--- src/rtl/data_bus_arbiter.sv ---
// Two-master arbiter onto one shared data bus. At most one transaction is in
// flight: a request is forwarded (IDLE/HOLD), granted, and then the arbiter
// waits for the response or forces an error response after TIMEOUT cycles.
//
// state    | meaning
// ---------+-----------------------------------------------------------
// IDLE     | no transaction; a winner is picked and forwarded combinationally
// HOLD     | forwarded request not yet granted; latched master kept on the bus
// WAIT_RSP | granted, waiting for s_rvalid_i or the timeout
module data_bus_arbiter #(
   parameter int          TIMEOUT  = 16,
   parameter logic [31:0] ERR_DATA = 32'hDEAD_BEEF,
   parameter bit          RR_EN    = 1'b1
) (
   input  logic        clk_i,
   input  logic        rst_i,
   input  logic        m0_req_i,
   input  logic        m0_we_i,
   input  logic [3:0]  m0_be_i,
   input  logic [31:0] m0_addr_i,
   input  logic [31:0] m0_wdata_i,
   output logic        m0_gnt_o,
   output logic        m0_rvalid_o,
   output logic [31:0] m0_rdata_o,
   input  logic        m1_req_i,
   input  logic        m1_we_i,
   input  logic [3:0]  m1_be_i,
   input  logic [31:0] m1_addr_i,
   input  logic [31:0] m1_wdata_i,
   output logic        m1_gnt_o,
   output logic        m1_rvalid_o,
   output logic [31:0] m1_rdata_o,
   output logic        s_req_o,
   output logic        s_we_o,
   output logic [3:0]  s_be_o,
   output logic [31:0] s_addr_o,
   output logic [31:0] s_wdata_o,
   input  logic        s_gnt_i,
   input  logic        s_rvalid_i,
   input  logic [31:0] s_rdata_i,
   output logic        owner_o,
   output logic        timeout_o
);

   typedef enum logic [1:0] {IDLE, HOLD, WAIT_RSP} state_t;

   localparam logic [7:0] TMO_LAST = 8'(TIMEOUT - 1);

   state_t      state_q, state_d;
   logic        sel_q, sel_d;
   logic        owner_q, owner_d;
   logic        last_q, last_d;
   logic [7:0]  cnt_q, cnt_d;

   logic        win;
   logic        fwd;
   logic        fwd_sel;
   logic        gnt;
   logic        rv;
   logic        tmo;
   logic [31:0] rd_val;

   // State and bookkeeping registers; reset makes m0 win the first tie
   always_ff @(posedge clk_i or negedge rst_i) begin
      if (!rst_i) begin
         state_q <= IDLE;
         sel_q   <= 1'b0;
         owner_q <= 1'b0;
         last_q  <= 1'b1;
         cnt_q   <= 8'd0;
      end else begin
         state_q <= state_d;
         sel_q   <= sel_d;
         owner_q <= owner_d;
         last_q  <= last_d;
         cnt_q   <= cnt_d;
      end
   end

   // Next-state logic, winner selection and response routing
   always_comb begin
      state_d = state_q;
      sel_d   = sel_q;
      owner_d = owner_q;
      last_d  = last_q;
      cnt_d   = cnt_q;
      fwd     = 1'b0;
      fwd_sel = sel_q;
      gnt     = 1'b0;
      rv      = 1'b0;
      tmo     = 1'b0;
      rd_val  = 32'd0;

      // A tie goes to the master not granted last (or m0 in fixed priority);
      // otherwise the sole requester wins.
      if (m0_req_i && m1_req_i) begin
         win = RR_EN ? ~last_q : 1'b0;
      end else begin
         win = ~m0_req_i;
      end

      case (state_q)
         IDLE: begin
            if (m0_req_i || m1_req_i) begin
               fwd     = 1'b1;
               fwd_sel = win;
               if (!s_gnt_i) begin
                  sel_d   = win;
                  state_d = HOLD;
               end
            end
         end
         HOLD: begin
            fwd     = 1'b1;
            fwd_sel = sel_q;
         end
         WAIT_RSP: begin
            if (s_rvalid_i) begin
               rv      = 1'b1;
               rd_val  = s_rdata_i;
               state_d = IDLE;
            end else if (cnt_q == TMO_LAST) begin
               rv      = 1'b1;
               rd_val  = ERR_DATA;
               tmo     = 1'b1;
               state_d = IDLE;
            end else if (cnt_q != 8'hFF) begin
               cnt_d = cnt_q + 8'd1;
            end
         end
         default: state_d = IDLE;
      endcase

      if (fwd && s_gnt_i) begin
         gnt     = 1'b1;
         owner_d = fwd_sel;
         last_d  = fwd_sel;
         cnt_d   = 8'd0;
         state_d = WAIT_RSP;
      end

      // Outputs are forced quiet for as long as reset is held.
      if (!rst_i) begin
         fwd = 1'b0;
         gnt = 1'b0;
         rv  = 1'b0;
         tmo = 1'b0;
      end
   end

   assign s_req_o   = fwd;
   assign s_we_o    = fwd & (fwd_sel ? m1_we_i : m0_we_i);
   assign s_be_o    = fwd ? (fwd_sel ? m1_be_i : m0_be_i) : 4'd0;
   assign s_addr_o  = fwd ? (fwd_sel ? m1_addr_i : m0_addr_i) : 32'd0;
   assign s_wdata_o = fwd ? (fwd_sel ? m1_wdata_i : m0_wdata_i) : 32'd0;

   assign m0_gnt_o    = gnt & ~fwd_sel;
   assign m1_gnt_o    = gnt & fwd_sel;
   assign m0_rvalid_o = rv & ~owner_q;
   assign m1_rvalid_o = rv & owner_q;
   assign m0_rdata_o  = (rv & ~owner_q) ? rd_val : 32'd0;
   assign m1_rdata_o  = (rv & owner_q) ? rd_val : 32'd0;

   assign owner_o   = owner_q;
   assign timeout_o = tmo;

endmodule

--- config.mk ---
export PLATFORM = sky130hd
export DESIGN_NAME = data_bus_arbiter
export DESIGN_NICKNAME = d
export VERILOG_FILES = /design/src/rtl/data_bus_arbiter.sv
export SDC_FILE = /design/constraint.sdc
export NUM_CORES = 1
export LEC_CHECK = 0
export BUFFER_PORTS_ARGS = -buffer_cell sky130_fd_sc_hd__buf_2
export CAP_MARGIN = 20
export CORE_AREA = 2 2 122 124
export DETAILED_ROUTE_END_ITERATION = 6
export DIE_AREA = 0 0 124 126
export PLACE_DENSITY = 0.59
export SLEW_MARGIN = 5
export SYNTH_ARGS = -nofsm -noshare
export SYNTH_HDL_FRONTEND = slang
export SYNTH_SLANG_ARGS = --single-unit
--- constraint.sdc ---
create_clock -name clk_i -period 3.13 [get_ports clk_i]
set_input_delay 0.1565 -clock clk_i [delete_from_list [all_inputs] [get_ports clk_i]]
set_output_delay 0.1565 -clock clk_i [all_outputs]
set_load 0.03 [all_outputs]
==> summary.txt <==
Synth Warn # - 0
CP Capture Type - output pin
VDD IR max - 0.0001925 V
PortBufs - 315
Via density per instance - 4.146
CTS Buf Count - 3
Crit-path cells - or3b_1 -> a32oi_4 -> buf_12 -> mux2i_1 -> nor2_1 -> buf_2
DIE WIDTH - 124 um
Gr usage total - 0.1249
Initial antenna violation count - 1
Pre-antenna DRT Iters - 5
RSZ-0062 raised after global routing - false
Layout Area Growth over Synthesis - 76.86%
Clk buf depth - 2
CP Data Required Time - 2.97 ns
Fin Setup TNS - 0 ns
Total power - 1.671 mW
# DRC - 0
Starting density of the core - 0.1681
Vias in the first global route - 3,034
Slew Limit Fails - 0
Post-synth EDFFs - 0
Worst Skew - 0.002742 ns
Ys flop type - dfrtp_1
# fillers - 1,602
Maximum achievable frequency - 374.3 MHz
Clock Tree Root - clkbuf_16
WP data arrival - 2.52 ns
Clock latency on the worst-skew pair - 0.24 ns
Via Count - 3,474
Final non-filler cell total - 838
Post-Syn Area per Cell - 6.954 sq um
Inserted Diodes - 0
Iteration-0 DRC Markers - 75
Dpl ws - 0.7061 ns
First-pass GRT wire length - 15,370 um
Top post-synthesis cells by area - mux2i_1, nor2_1, dfrtp_1
Status - finished clean
Core ar. - 14,310 sq um
Clock sink count - 13
Die area - 15,620 sq um
Antenna viol nets, final - 0
Grt ovf - 0
Power per cell area - 392.7 nW/um^2
Normalized max-slew margin - 0.3914
Largest net degree at the start of global routing - 46
Setup ws final - 0.4581 ns
Critical Path Max Stage Delay - 0.56 ns
Share of cells above drive strength 1 - 0.5413
Post-Synthesis Cells - 346
Count of final setup violators - 0
CP Max Fanout - 31
Worst path bufs/invs - 2
H-Tree Level Count - 1
Synthesized net count - 523
Placed insts - 833
Distinct cells, synth - 34
Biggest area consumer among synthesized cells - mux2i_1
Critical path's top delay family - compound AO/OA/AOI/OAI gates
# resized after CTS - 0
Drt total wl - 10,970 um
Clk slew on worst S/H paths - 0.04 ns
Netlist Area Pre-Place - 2406 sq um
FFs w/ async S/R, synth - 1.000
Post-CTS setup buffers - 0
Num rows - 44
Final Hold Fails - 0
Routability cong. - 0.7750
Drt wl/cell - 13.09 um
Pleak - 2.725 nW
Die Ht - 126 um
Hold Crit Class - in -> reg
#FFs+latches synth - 13
Critical path class - reg -> out
IO Pins - 316
# hold bufs at CTS - 1
Seq/Total Area, Yosys - 0.1357
Tcrit/Tclk final - 0.8537
Max Cap Viol - 0
Hpwl dp - 9489 um
Worst-margin pin slew - 0.9129 ns
CTS tree - done
CP startpoint kind - register
Synth top area share - 0.2995
CP max stage cell - a32oi_4
Fin crit period - 2.672 ns
Final #Nets - 832
## per-stage QoR
step	area [sq um]	util	hold WS, ns
final	4255	0.2973	0.1102
after global placement	4167	0.2911	0.1636
after floorplan	2406	-	-0.1391
after CTS	4255	0.2973	0.1059
after global routing	4255	0.2973	0.1286
after detailed placement	4167	0.2911	0.1598
## metal layers
metal  wire, um  GRT usage  part of all wire  vias up
met2       5613     0.2414              0.51      213
met3        977    0.01857             0.089        9
li1           -          -                 -     1765
met4        127    0.02379             0.012        2
met5         11          0            0.0010        -
met1       4243     0.1429              0.39     1485
## layout make-up
| cell class | instances | area (sq um) | area share |
|---|---|---|---|
| repair buffers | 331 | 1724 | 0.4052 |
| multi-input cells | 300 | 1873 | 0.4402 |
| inverters | 6 | 22.52 | 0.005293 |
| clock buffers | 4 | 78.83 | 0.01852 |
| flip-flops and latches | 13 | 326.6 | 0.07674 |
| well taps | 184 | 230.2 | 0.05410 |
## placed cells by master (no fill, tap or decap)
master         count
buf_2            315
nor2_1           127
mux2i_1           72
nor2b_1           25
nand2_1           16
buf_4             13
nor2_2            12
dfrtp_1           12
inv_1              6
o21ai_0            6
and3_1             5
a21oi_1            4
nand3_1            3
or3_1              3
nor3_1             3
o211ai_1           3
o31ai_1            3
clkbuf_16          3
o2111ai_4          2
and2_1             2
nand4_1            2
o21a_1             2
buf_12             2
or4_4              1
nor2_4             1
nand3_2            1
or3b_1             1
a32oi_4            1
nor3b_2            1
o21ai_2            1
or4_1              1
nand2b_1           1
ha_1               1
clkbuf_1           1
dlygate4sd3_1      1
dfstp_2            1
## worst paths after layout
check / start / endpoint / slack (ns) / cells past startpoint
setup / recovery: state_q[0]$_DFFE_PN0P_ / s_wdata_o[9] / 0.46 / 6
hold / removal: s_gnt_i / state_q[0]$_DFFE_PN0P_ / 0.11 / 2
setup reg to reg: state_q[0]$_DFFE_PN0P_ / owner_o$_DFFE_PN0P_ / 1.24 / 4
hold reg to reg: last_q$_DFFE_PN1P_ / last_q$_DFFE_PN1P_ / 0.48 / 2
max in group asynchronous: rst_i / last_q$_DFFE_PN1P_ / 2.43 / 3
min in group asynchronous: rst_i / cnt_q[2]$_DFFE_PN0P_ / 0.44 / 3
## Yosys cell counts, types with 2 or more instances
library cell / number
a21oi_1: 4
and2_1: 2
and3_1: 5
buf_4: 2
buf_6: 13
clkbuf_1: 10
dfrtp_1: 12
inv_1: 6
mux2i_1: 72
nand2_1: 16
nand3_1: 4
nand4_1: 2
nor2_1: 127
nor2_2: 12
nor2b_1: 25
nor3_1: 3
o2111ai_4: 2
o211ai_1: 3
o21a_1: 2
o21ai_0: 6
o31ai_1: 3
or3_1: 3
## state kept, by name, indices dropped and copies added, names as in the netlist
name / flops
cnt_q: 8
state_q: 2
last_q: 1
owner_o: 1
sel_q: 1
## report_power, final
group	switching, mW	internal (mW)	leakage (nW)
Clock	0.0673	0.171	0.0382
Sequential	0.0287	0.198	0.172
Combinational	0.729	0.476	2.52
## kinds of logic after synthesis
| family | after synthesis | share of synthesized area |
|---|---|---|
| adder cells (fa/ha/maj) | 1 | 0.005199 |
| buffers and inverters | 33 | 0.09568 |
| AO/OA/AOI/OAI | 22 | 0.07488 |
| flip-flops | 13 | 0.1357 |
| AND/OR/NAND/NOR | 205 | 0.3890 |
| multiplexers | 72 | 0.2995 |
## worst register-to-register path: stages, from the launching register on
cell	delay, ns
dfrtp_1	0.44
or3b_1	0.43
a32oi_4	0.56
buf_4	0.25
o21ai_0	0.08
Power figures use the tool's default switching activity.
